===== src/rtl/pcie_vc_router.sv =====
// pcie_vc_router: ingress FIFO -> per-VC FIFOs -> arbitrated, registered destination slots.
// Define PCIE_RR_ARB_EN for round-robin VC arbitration; default is fixed lowest-index priority.
module pcie_vc_router #(
    parameter int DATA_W    = 6,
    parameter int NUM_VC    = 2,
    parameter int NUM_DEST  = 2,
    parameter int MF_DEPTH  = 4,
    parameter int VC_DEPTH  = 16,
    localparam int VC_W     = $clog2(NUM_VC),
    localparam int DEST_W   = $clog2(NUM_DEST),
    localparam int MF_CW    = $clog2(MF_DEPTH + 1),
    localparam int VC_CW    = $clog2(VC_DEPTH + 1)
) (
    input  logic                       clk,
    input  logic                       reset,
    input  logic                       init,
    input  logic [MF_CW-1:0]           umbral_mf,
    input  logic [NUM_VC*VC_CW-1:0]    umbral_vc,
    input  logic [DATA_W-1:0]          data_in_principal,
    input  logic                       push,
    input  logic [NUM_DEST-1:0]        dest_pause,
    output logic                       pausa_mf,
    output logic [NUM_VC-1:0]          pausa_vc,
    output logic [NUM_DEST*DATA_W-1:0] data_out,
    output logic [NUM_DEST-1:0]        valid_out,
    output logic                       idle_out,
    output logic                       active_out,
    output logic                       error_out
);
    // state  | meaning
    // RESET  | first cycle after reset, FIFOs empty
    // INIT   | thresholds latched every cycle while init is high
    // IDLE   | configured, no traffic in flight
    // ACTIVE | words moving through the FIFOs
    // ERROR  | ingress overflow; everything frozen until reset
    typedef enum logic [2:0] {
        ST_RESET, ST_INIT, ST_IDLE, ST_ACTIVE, ST_ERROR
    } state_t;

    localparam int MF_AW = $clog2(MF_DEPTH);
    localparam int VC_AW = $clog2(VC_DEPTH);

    state_t state, state_nxt;

    logic [DATA_W-1:0] mf_mem [MF_DEPTH];
    logic [MF_AW-1:0]  mf_wp, mf_rp;
    logic [MF_CW-1:0]  mf_cnt;

    logic [DATA_W-1:0] vc_mem [NUM_VC][VC_DEPTH];
    logic [VC_AW-1:0]  vc_wp [NUM_VC];
    logic [VC_AW-1:0]  vc_rp [NUM_VC];
    logic [VC_CW-1:0]  vc_cnt [NUM_VC];

    logic [MF_CW-1:0]        thr_mf;
    logic [NUM_VC*VC_CW-1:0] thr_vc;

    logic              run, mf_full, mf_wr, overflow, steer, all_empty, grant;
    logic [DATA_W-1:0] mf_head, win_data;
    logic [VC_W-1:0]   steer_vc, win;
    logic [DEST_W-1:0] win_dest;
    logic [DATA_W-1:0] vc_head [NUM_VC];
    logic [DEST_W-1:0] head_dest [NUM_VC];
    logic [NUM_VC-1:0] elig, vc_wr, vc_rd;

    assign run      = (state != ST_ERROR);
    assign mf_full  = (mf_cnt == MF_CW'(MF_DEPTH));
    assign mf_wr    = push && !mf_full && run;
    assign overflow = push && mf_full && run;
    assign mf_head  = mf_mem[mf_rp];
    assign steer_vc = mf_head[DATA_W-1 -: VC_W];
    // A full target VC simply holds the ingress head in place.
    assign steer    = run && (mf_cnt != '0) && (vc_cnt[steer_vc] < VC_CW'(VC_DEPTH));
    assign pausa_mf = (mf_cnt >= thr_mf);

    always_comb begin
        all_empty = (mf_cnt == '0);
        for (int v = 0; v < NUM_VC; v++) begin
            vc_head[v]   = vc_mem[v][vc_rp[v]];
            head_dest[v] = vc_head[v][DATA_W-VC_W-1 -: DEST_W];
            elig[v]      = run && (vc_cnt[v] != '0) && !dest_pause[head_dest[v]];
            pausa_vc[v]  = (vc_cnt[v] >= thr_vc[v*VC_CW +: VC_CW]);
            if (vc_cnt[v] != '0) all_empty = 1'b0;
        end
    end

`ifdef PCIE_RR_ARB_EN
    logic [VC_W-1:0] rr_ptr;
    logic [VC_W-1:0] rr_idx;

    always_comb begin
        grant  = 1'b0;
        win    = '0;
        rr_idx = '0;
        for (int k = 0; k < NUM_VC; k++) begin
            rr_idx = rr_ptr + VC_W'(k);
            if (!grant && elig[rr_idx]) begin
                grant = 1'b1;
                win   = rr_idx;
            end
        end
    end

    always_ff @(posedge clk) begin
        if (reset)
            rr_ptr <= '0;
        else if (grant)
            rr_ptr <= win + VC_W'(1);
    end
`else
    always_comb begin
        grant = 1'b0;
        win   = '0;
        for (int k = NUM_VC - 1; k >= 0; k--) begin
            if (elig[k]) begin
                grant = 1'b1;
                win   = VC_W'(k);
            end
        end
    end
`endif

    assign win_data = vc_head[win];
    assign win_dest = head_dest[win];

    always_comb begin
        for (int v = 0; v < NUM_VC; v++) begin
            vc_wr[v] = steer && (steer_vc == VC_W'(v));
            vc_rd[v] = grant && (win == VC_W'(v));
        end
    end

    always_comb begin
        state_nxt = state;
        case (state)
            ST_RESET:  state_nxt = ST_INIT;
            ST_INIT:   if (!init) state_nxt = ST_IDLE;
            ST_IDLE:   if (push) state_nxt = ST_ACTIVE;
            ST_ACTIVE: if (all_empty && !push && (valid_out == '0)) state_nxt = ST_IDLE;
            ST_ERROR:  state_nxt = ST_ERROR;
            default:   state_nxt = ST_RESET;
        endcase
        if (run && init) state_nxt = ST_INIT;
        if (overflow)    state_nxt = ST_ERROR;
    end

    always_ff @(posedge clk) begin
        if (!reset) begin
            if (mf_wr) mf_mem[mf_wp] <= data_in_principal;
            for (int v = 0; v < NUM_VC; v++)
                if (vc_wr[v]) vc_mem[v][vc_wp[v]] <= mf_head;
        end
    end

    always_ff @(posedge clk) begin
        if (reset) begin
            state      <= ST_RESET;
            mf_wp      <= '0;
            mf_rp      <= '0;
            mf_cnt     <= '0;
            thr_mf     <= '1;
            thr_vc     <= '1;
            valid_out  <= '0;
            data_out   <= '0;
            idle_out   <= 1'b0;
            active_out <= 1'b0;
            error_out  <= 1'b0;
            for (int v = 0; v < NUM_VC; v++) begin
                vc_wp[v]  <= '0;
                vc_rp[v]  <= '0;
                vc_cnt[v] <= '0;
            end
        end else begin
            state      <= state_nxt;
            idle_out   <= (state_nxt == ST_IDLE);
            active_out <= (state_nxt == ST_ACTIVE);
            error_out  <= (state_nxt == ST_ERROR);

            if (mf_wr) mf_wp <= mf_wp + MF_AW'(1);
            if (steer) mf_rp <= mf_rp + MF_AW'(1);
            mf_cnt <= mf_cnt + MF_CW'(mf_wr) - MF_CW'(steer);

            for (int v = 0; v < NUM_VC; v++) begin
                if (vc_wr[v]) vc_wp[v] <= vc_wp[v] + VC_AW'(1);
                if (vc_rd[v]) vc_rp[v] <= vc_rp[v] + VC_AW'(1);
                vc_cnt[v] <= vc_cnt[v] + VC_CW'(vc_wr[v]) - VC_CW'(vc_rd[v]);
            end

            for (int d = 0; d < NUM_DEST; d++) begin
                valid_out[d] <= grant && (win_dest == DEST_W'(d));
                if (grant && (win_dest == DEST_W'(d)))
                    data_out[d*DATA_W +: DATA_W] <= win_data;
            end

            if (state == ST_INIT) begin
                thr_mf <= umbral_mf;
                thr_vc <= umbral_vc;
            end
        end
    end

endmodule

===== config.mk =====
export PLATFORM = sky130hd
export DESIGN_NAME = pcie_vc_router
export DESIGN_NICKNAME = d
export VERILOG_FILES = /design/src/rtl/pcie_vc_router.sv
export SDC_FILE = /design/constraint.sdc
export NUM_CORES = 1
export LEC_CHECK = 0
export ABC_AREA = 1
export BUFFER_PORTS_ARGS = -buffer_cell sky130_fd_sc_hd__buf_2
export CAP_MARGIN = 20
export CELL_PAD_IN_SITES_DETAIL_PLACEMENT = 1
export CELL_PAD_IN_SITES_GLOBAL_PLACEMENT = 1
export CORE_MARGIN = 4
export CORE_UTILIZATION = 40
export DETAILED_ROUTE_END_ITERATION = 8
export PLACE_DENSITY = 0.77
export SLEW_MARGIN = 20
export SYNTH_ARGS = -nofsm -noshare
export SYNTH_HDL_FRONTEND = slang
export SYNTH_SLANG_ARGS = --single-unit

===== constraint.sdc =====
create_clock -name clk -period 2.6 [get_ports clk]
set_input_delay 0.65 -clock clk [delete_from_list [all_inputs] [get_ports clk]]
set_output_delay 0.65 -clock clk [all_outputs]
set_load 0.05 [all_outputs]

# == Word level (Yosys, flattened, before mapping) ==
# Memories as Yosys holds them, arrays and structs flattened. A register that Yosys moved wholly into a read port is not among the register bits.
# Cells that the tools add are included.
# word_totals
mem_count,5
reg_bits,40
input_bits,25
ramBits,242
out_inout_bits,20
elab_cells,159
# mem_list
name,words,width,rd,rd_ports_with_merged_regs,write_ports,line_no,text
vc_mem,2,96,2,0,1,49,logic [DATA_W-1:0] vc_mem [NUM_VC][VC_DEPTH];
mf_mem,4,6,1,1,1,45,logic [DATA_W-1:0] mf_mem [MF_DEPTH];
vc_cnt,2,5,3,0,2,52,logic [VC_CW-1:0] vc_cnt [NUM_VC];
vc_rp,2,4,2,0,2,51,logic [VC_AW-1:0] vc_rp [NUM_VC];
vc_wp,2,4,2,0,2,50,logic [VC_AW-1:0] vc_wp [NUM_VC];
# op_classes
n_reduce_logical,32
muxes,62
magnitude_cmp,13
n_addsub,12
n_eq_ne,9
bitwise,14
# op_table
cell,n
96-bit 2-to-1 mux,4
96-bit OR reduction,1
6-bit 2-to-1 mux,9
6-bit binary-select mux with 4-bit select,2
6-bit demux with 4-bit select,2
1-bit 2-to-1 mux,31
1-bit logical AND,21
5-bit >= comparator (second input constant),4
4-bit NOT with 5-bit output,4
4-bit by 1-bit adder with 4-bit output (second input constant),4
4-bit 2-to-1 mux,4
3-bit 2-to-1 mux,5
3-bit one-hot mux with 5 select lines,1
3-bit by 2-bit equality test with 1-bit output (second input constant),4
5-bit by 1-bit adder with 5-bit output,2
5-bit >= comparator,2
5-bit by 1-bit less-than comparator with 1-bit output (second input constant),2
5-bit 2-to-1 mux,2
5-bit nonzero test,2
5-bit by 1-bit subtractor with 5-bit output,2
3-bit equality test (second input constant),3
3-bit logical NOT,2
1-bit bitwise OR,6
5-bit less-than comparator (second input constant),1
14 further kinds,22

# == Longest topological paths before layout ==
# Gate-level depths: netlist (run 1).
# depth
depth_word,16
depth_mapped,21
mapped_depth_nobuf,20

# == Worst setup path before layout (run 1) ==
# OpenSTA, ideal clock, no wires.
# synth_timing
kind,register to register
startpoint,memory vc_rp[0][4] (netlist name)
endpoint,memory vc_cnt[1][4] (netlist name)
synth_period_minus_slack_ns,2.849
arrival_ns,2.720
setup_time_ns,0.128
t_required_ns,2.472
path_buffers,1
slack_ns,-0.249
stages_incl_launch_ff,19
cell_sequence,edfxtp_1 > buf_4 > nand2_1 > nand3_1 > nand3_1 > nand3_2 > a21oi_2 > nor2_4 > nand2_4 > inv_2 > ha_1 > inv_1 > ha_1 > inv_1 > fa_1 > nor3_1 > a211oi_1 > o21ai_0 > a21oi_1
# synth_lines
element,line_no
from (decl),51
to (decl),52

==> flow_summary_export.csv, run 1 <==
group,metric,value,unit
status,outcome,"finished, violations left",
status,violations,"setup timing",
worst_setup_path,crit_fanout,6,
power_and_ir_drop,power_density,1300,nW/um^2
grt,overflow,0,
final_layout,layout-drive-gt1-share,0.246,
route,num_vias,9149,
clocking,cts_tree,"yes",
grt,grt_pass1_vias,9664,
clocking,hold_buffers,0,
placed_design,hpwl,22.3,mm
worst_setup_path,cp_slowest_cell,"edfxtp_1",
clocking,clkTransAtPathRegs,0.06,ns
clocking,clock_latency,0.57,ns
synthesis,syn_avg_cell_area,11.0,um^2
final_layout,post-route-util,0.507,
worst_setup_path,path_cells,"buf_6, buf_6, nand2_1, nand3_1, nand3_1, nand3_4, nand3_4, nand2_2, nor2_4, nand2_4, inv_4, ha_4, inv_4, ha_4, inv_2, fa_2, nor3_4, a211oi_2, o21ai_1, a21oi_1",
route,wl_per_cell,21.3,um
worst_setup_path,worstSetupStartpointType,"flip-flop",
placed_design,dp_worst_setup_slack,-0.312,ns
synthesis,synth_cells,1115,
synthesis,synth_fp_nets,1184,
worst_setup_path,critPathKind,"reg2reg",
grt,grt_pass1_wl,53.6,mm
die,die_x,183,um
synthesis,ys_seq_elements,284,
power_and_ir_drop,pwr-share-seq,0.326,
die,start_util,0.410,
power_and_ir_drop,p_int,0.0116,W
route,drt_wl_total,36.2,mm
die,core-area,29900,um^2
sta,worst_slew_pin_slew,0.691,ns
power_and_ir_drop,switchingPower,0.00815,W
worst_hold_path,min_path_type,"in2reg",
power_and_ir_drop,irDropWorstVdd,830,uV
final_layout,num-nets-final,1352,
sta,max_slew_margin,0.537,
route,dr.first_iter.drc_count,741,
sta,period_needed,2.91,ns
grt,grt_max_degree,33,
die,design.die.area,33500,um^2
clocking,cts_sinks,284,
grt,antenna_found_initial,0,
synthesis,syn-cell-area,12200,um^2
placed_design,routabilityCongestion,0.847,
sta,timing.fmax,0.343,GHz
die,die_height,183,um
final_layout,antenna_cells,0,
synthesis,ys_warn_count,0,
route,post_drt_via_cell_ratio,5.39,
worst_setup_path,endpoint_kind,"flip-flop",
clocking,clockRootBuffer,"clkbuf_16",
synthesis,ys_types,41,
clocking,cts_buffers,30,
power_and_ir_drop,leakagePower,6.01,nW
sta,min_period_over_period,1.12,
power_and_ir_drop,p_comb_frac,0.469,
clocking,htreeDepth,1,
sta,timing.final.hold_violations,0,
worst_setup_path,cp_slowest_stage_delay,0.42,ns
flow_run,cap_violations,0,
power_and_ir_drop,clkPwrFrac,0.205,
die,pin_count,45,
clocking,clockBufferDepth,3,
route,drc,0,
grt,grt_usage,0.202,
sta,final_max_slew_viol_count,0,
placed_design,io_buffers,44,
sta,finalSetupViolCount,21,
synthesis,ys_seq_area_frac,0.654,
power_and_ir_drop,netSwitchingFraction,0.413,
route,ant_nets,0,
final_layout,syn_to_final_growth,23.8,%
sta,skew,0.0318,ns
route,drt-pass1-iter-count,5,
sta,rsz0062_at_grt,"true",
die,rows,63,
worst_setup_path,required,3.05,ns
sta,finalWorstSetupSlack,-0.312,ns
worst_setup_path,cp.arrival,3.36,ns
## logic make-up after synthesis
logic type	Yosys count	synth area share
xor+xnor	11	0.00787
compound gates	209	0.0984
flops	284	0.654
buf+inv	164	0.0539
fa+ha+maj	44	0.0468
simple gates	403	0.139
## synth_stat cells, drive strengths merged
library cell,count,area [um^2]
dfxtp,52,1040
xor2,6,52.6
and2,1,6.26
a21oi,33,169
a211oi,1,7.51
o21a,1,7.51
fa,3,60.1
a311oi,1,8.76
clkinv,1,3.75
a31oi,1,6.26
clkbuf,33,125
xnor2,5,43.8
inv,117,439
o21bai,4,30.0
o21ai,122,614
buf,13,91.3
nor2,193,732
edfxtp,232,6970
ha,41,513
o211ai,1,7.51
o22ai,17,106
a32o,2,20.0
nor3,5,25.0
nand4,1,6.26
and3,2,12.5
nand3,56,338
nand2,145,579
o221ai,26,228
## layout by cell type, fill, tap and decap left out, types with 7 or more instances in the layout
master / count
clkbuf_16: 30
ha_1: 33
clkbuf_1: 7
clkinv_1: 8
buf_2: 42
inv_1: 103
buf_6: 10
nor2_1: 185
nand3_2: 13
o21ai_0: 115
edfxtp_1: 232
nand3_4: 10
inv_4: 7
inv_2: 7
a21oi_1: 29
o22ai_1: 12
nand2_2: 20
ha_4: 8
nand2_1: 120
o221ai_1: 26
dfxtp_1: 47
buf_4: 128
nand3_1: 34
## layout make-up
type,count,area (um^2)
clock buffers,40,818
clock inverters,16,110
fillers,3212,14700
inverters,118,460
multi-input cells,668,3970
flip-flops and latches,284,8010
well taps,390,488
repair buffers,180,1280
repair inverters,1,7.51
## final timing paths
kind	from	endpoint	slack, ns	cells after the start
setup / recovery	vc_rp[0][4]	vc_cnt[1][4]	-0.31	20
hold reg to reg	data_out[4]	data_out[4]	0.48	2
hold / removal	data_in_principal[1]	mf_mem[1][1]	0.30	1
setup reg to reg	vc_rp[0][4]	vc_cnt[1][4]	-0.31	20
## power groups by stage
stage	sequential (W)	clock (W)	combinational (W)
final	0.00644	0.00405	0.00925
after global placement	0.00645	0	0.00704
after global routing	0.00648	0.00433	0.0100
after CTS	0.00642	0.00408	0.00837
after detailed placement	0.00648	0	0.00746
after floorplan	0.00669	0	0.00443
## metrics by stage
| step | cell area (um^2) | hold slack (ns) | cells | power [W] | setup TNS (ns) |
|---|---|---|---|---|---|
| 6_report | 15200 | 0.299 | 1697 | 0.0197 | -3.04 |
| 5_1_grt | 15200 | 0.292 | 1697 | 0.0208 | -5.61 |
| 4_1_cts | 14900 | 0.282 | 1690 | 0.0189 | -0.899 |
| 3_5_place_dp | 13600 | 0.454 | 1606 | 0.0139 | -0.992 |
| 3_3_place_gp | 13600 | 0.443 | 1606 | 0.0135 | -0.147 |
| 2_1_floorplan | 12300 | 0.433 | 1115 | 0.0111 | -0.128 |
## critical path, delay by kind of cell, from the launching register on
family / cells / cell delay, ns
DFF: 1 / 0.42
buffers and inverters: 5 / 0.45
adders and majority gates: 3 / 0.70
and+or+nand+nor: 9 / 0.97
AOI/OAI and AO/OA: 3 / 0.23
## timing repair
action,in CTS,in global routing
setup buffers,28,9
resized for setup,60,44
gates cloned,1,1
setup endpoints to repair,9,122
pin swaps,29,37
## sequential cells by signal (all words and copies together), names as in the netlist, 3 cells and up, named ones only
register  cells
vc_wp         8
mf_cnt        3
mf_mem       24
state         3
thr_mf        3
thr_vc       10
vc_mem      192
data_out     12
vc_rp         8
vc_cnt       10
## metal layers
layer / GRT usage / routed length, um / up-vias
met1: 0.257 / 14700 / 4590
met3: 0.0256 / 1640 / 89
met2: 0.357 / 18500 / 286
met4: 0.0703 / 1280 / 0
li1: - / - / 4184
met5: 0 / 0 / -
Note: power is estimated with default switching activity, not from simulation.
==> inputs of run 2 (changes only) <==
--- a/config.mk
+++ b/config.mk
@@ -5,7 +5,6 @@
 export SDC_FILE = /design/constraint.sdc
 export NUM_CORES = 1
 export LEC_CHECK = 0
-export ABC_AREA = 1
 export BUFFER_PORTS_ARGS = -buffer_cell sky130_fd_sc_hd__buf_2
 export CAP_MARGIN = 20
 export CELL_PAD_IN_SITES_DETAIL_PLACEMENT = 1
@@ -13,7 +12,7 @@
 export CORE_MARGIN = 4
 export CORE_UTILIZATION = 40
 export DETAILED_ROUTE_END_ITERATION = 8
-export PLACE_DENSITY = 0.77
+export PLACE_DENSITY = 0.73
 export SLEW_MARGIN = 20
 export SYNTH_ARGS = -nofsm -noshare
 export SYNTH_HDL_FRONTEND = slang
==> constraint.sdc (replaced) <==
create_clock -name clk -period 2.6 [get_ports clk]
set_input_delay 0.65 -clock clk [delete_from_list [all_inputs] [get_ports clk]]
set_output_delay 0.65 -clock clk [all_outputs]
set_load 0.1 [all_outputs]
==> flow_summary_export.csv, run 2 <==
group,metric,value,unit
status,outcome,"finished, violations left",
status,violations,"setup timing",
clocking,clockRootBuffer,"clkbuf_16",
final_layout,largest_reg_flops,192,
final_layout,antenna_cells,0,
grt,grt_pass1_vias,7574,
worst_setup_path,r2r-start,"vc_rp[0][5]",
sta,final_max_slew_viol_count,0,
sta,worst_slew_pin_slew,0.692,ns
grt,grt_pass1_wl,44.7,mm
final_layout,seqCellArea,8010,um^2
die,rows,62,
grt,grt_max_degree,42,
route,wl_per_cell,22.3,um
die,core-area,29000,um^2
final_layout,num-nets-final,975,
final_layout,n_fill_cell,2778,
worst_setup_path,r2r_slack,-0.96,ns
worst_setup_path,worstRegToRegCells,16,
synthesis,ys_types,47,
clocking,hold_buffers,0,
placed_design,hpwl,19.2,mm
placed_design,post_dp_cell_area,13400,um^2
synthesis,synth_fp_nets,818,
final_layout,final_cell_mix,"edfxtp_1 (232), buf_4 (81), nor2_1 (68)",
die,design.die.area,32500,um^2
synthesis,synth_common_cells,"edfxtp_1 (232), nor2_1 (86), mux4_2 (56)",
synthesis,syn-cell-area,11900,um^2
synthesis,synth_top_area_share,0.587,
placed_design,io_buffers,44,
sta,period_needed,3.56,ns
route,ant_nets,0,
die,die_height,180,um
power_and_ir_drop,finalPower,0.0183,W
worst_setup_path,setup.worst_path.start,"vc_rp[0][5]",
route,drc,0,
synthesis,ys_warn_count,0,
route,post_drt_via_cell_ratio,5.23,
synthesis,yosys-top-cells-area,"edfxtp_1 (59%), mux4_2 (11%), dfxtp_1 (8.8%), ha_1 (4.3%), nor2_1 (2.7%)",
synthesis,yosys.area.top_type,"edfxtp_1",
grt,antenna_found_initial,0,
synthesis,ys_seq_elements,284,
worst_setup_path,cp-endpoint,"vc_cnt[1][4]",
clocking,htreeDepth,1,
worst_setup_path,cp.arrival,4.04,ns
worst_setup_path,required,3.07,ns
final_layout,post-route-util,0.516,
synthesis,synth-main-ff-cell,"edfxtp_1",
synthesis,synth_compound_area_frac,0.0476,
sta,hold_slack,0.303,ns
worst_setup_path,critPathKind,"reg2reg",
placed_design,dp_worst_setup_slack,-1.01,ns
sta,min_period_over_period,1.37,
final_layout,syn_to_final_growth,26.3,%
final_layout,fin_area,15000,um^2
clocking,clkTransAtPathRegs,0.08,ns
synthesis,synth_top_family_by_area,"multiplexers",
synthesis,synthSimpleGateAreaFrac,0.0764,
clocking,clock_latency,0.55,ns
final_layout,layout-drive-gt1-share,0.384,
placed_design,routabilityCongestion,0.766,
power_and_ir_drop,power_density,1220,nW/um^2
synthesis,synth_cells,749,
route,dr.first_iter.drc_count,470,
worst_setup_path,reg2reg_to,"vc_cnt[1][4]",
sta,max_slew_margin,0.538,
sta,timing.fmax,0.281,GHz
route,num_vias,6856,
sta,finalSetupViolCount,38,
clocking,cts_tree,"yes",
flow_run,cap_violations,0,
sta,finalWorstSetupSlack,-0.964,ns
route,drt_wl_total,29.3,mm
synthesis,synth.most_common_cell,"edfxtp_1",
worst_hold_path,min_path_type,"in2reg",
worst_setup_path,worstSetupStartpointType,"flip-flop",
clocking,clockBufferDepth,3,
synthesis,ys_seq_area_frac,0.675,
worst_setup_path,crit_fanout,6,
power_and_ir_drop,leakagePower,5.44,nW
grt,grt_usage,0.174,
die,start_util,0.409,
sta,timing.final.hold_violations,0,
synthesis,synthAdderAreaFrac,0.0483,
clocking,cts_buffers,29,
final_layout,final_common_cell,"edfxtp_1",
synthesis,synthMuxAreaShare,0.114,
die,die_x,180,um
synthesis,synthArstFlopShare,0,
synthesis,synth_edf_count,232,
die,pin_count,45,
final_layout,multiInputGateArea,4020,um^2
synthesis,synth_xor_area_frac,0.0140,
worst_setup_path,endpoint_kind,"flip-flop",
grt,overflow,0,
sta,rsz0062_at_grt,"true",
clocking,cts_sinks,284,
route,drt-pass1-iter-count,4,
synthesis,syn_avg_cell_area,15.8,um^2
power_and_ir_drop,irDropWorstVdd,722,uV
sta,skew,0.0138,ns
[run 2: worst max-delay path, stage by stage, from the launching register on]
cell and delay [ns]:
edfxtp_1 0.35, buf_6 0.14, mux4_2 0.52, mux4_2 0.56, mux2_4 0.33, a211o_4 0.30
clkinv_8 0.06, ha_4 0.13, inv_4 0.03, ha_4 0.15, inv_2 0.05, fa_2 0.19
inv_1 0.05, a21oi_2 0.11, nor2_1 0.06, or3_1 0.35, a21oi_1 0.13
[run 2: report_power, final]
part | internal [W] | switching (W)
clock | 0.00224 | 0.00176
sequential | 0.00585 | 0.000378
combinational | 0.00342 | 0.00463
[run 2: repair_timing]
item	CTS	global route
gates cloned	0	1
pin swaps	12	17
setup buffers	15	10
setup endpoints to repair	82	147
resized for setup	66	42
[run 2: cell type report]
type	instances	area share
clock inverters	22	0.0115
flip-flops and latches	284	0.535
well taps	384	0.0321
clock buffers	31	0.0490
inverters	39	0.0113
multi-input cells	393	0.268
repair buffers	159	0.0927
[run 2: worst min-delay path by stage]
stage                       startpoint           end  slack, ns  cells past startpoint
after global placement    data_out[10]  data_out[10]       0.45                      2
after CTS                 umbral_vc[9]     thr_vc[9]       0.27                      2
final                     umbral_vc[9]     thr_vc[9]       0.30                      2
after global routing      umbral_vc[9]     thr_vc[9]       0.28                      2
after floorplan               mf_rp[1]     flip-flop       0.48                      2
after detailed placement   data_out[4]   data_out[4]       0.47                      1
[run 2: stage by stage]
step           setup TNS, ns  std cells
6_report              -19.38       1312
5_1_grt               -21.86       1312
4_1_cts               -15.71       1303
3_5_place_dp          -13.75       1236
3_3_place_gp           -9.12       1236
2_1_floorplan          -6.83        749
[run 2: layer usage]
layer | GRT usage | up-vias | wire length (um)
li1 | - | 3144 | -
met1 | 0.223 | 3537 | 11900
met2 | 0.316 | 130 | 15800
met3 | 0.0248 | 45 | 1050
met4 | 0.0348 | 0 | 612
met5 | 0 | - | 0
[run 2: cells by family (layout without fill, tap and decap cells)]
kind of cell,count (synthesis),after routing
simple gates,190,190
xor+xnor,19,19
buf+inv,72,251
mux,64,64
fa+ha+maj,44,44
flops,284,284
compound gates,76,76
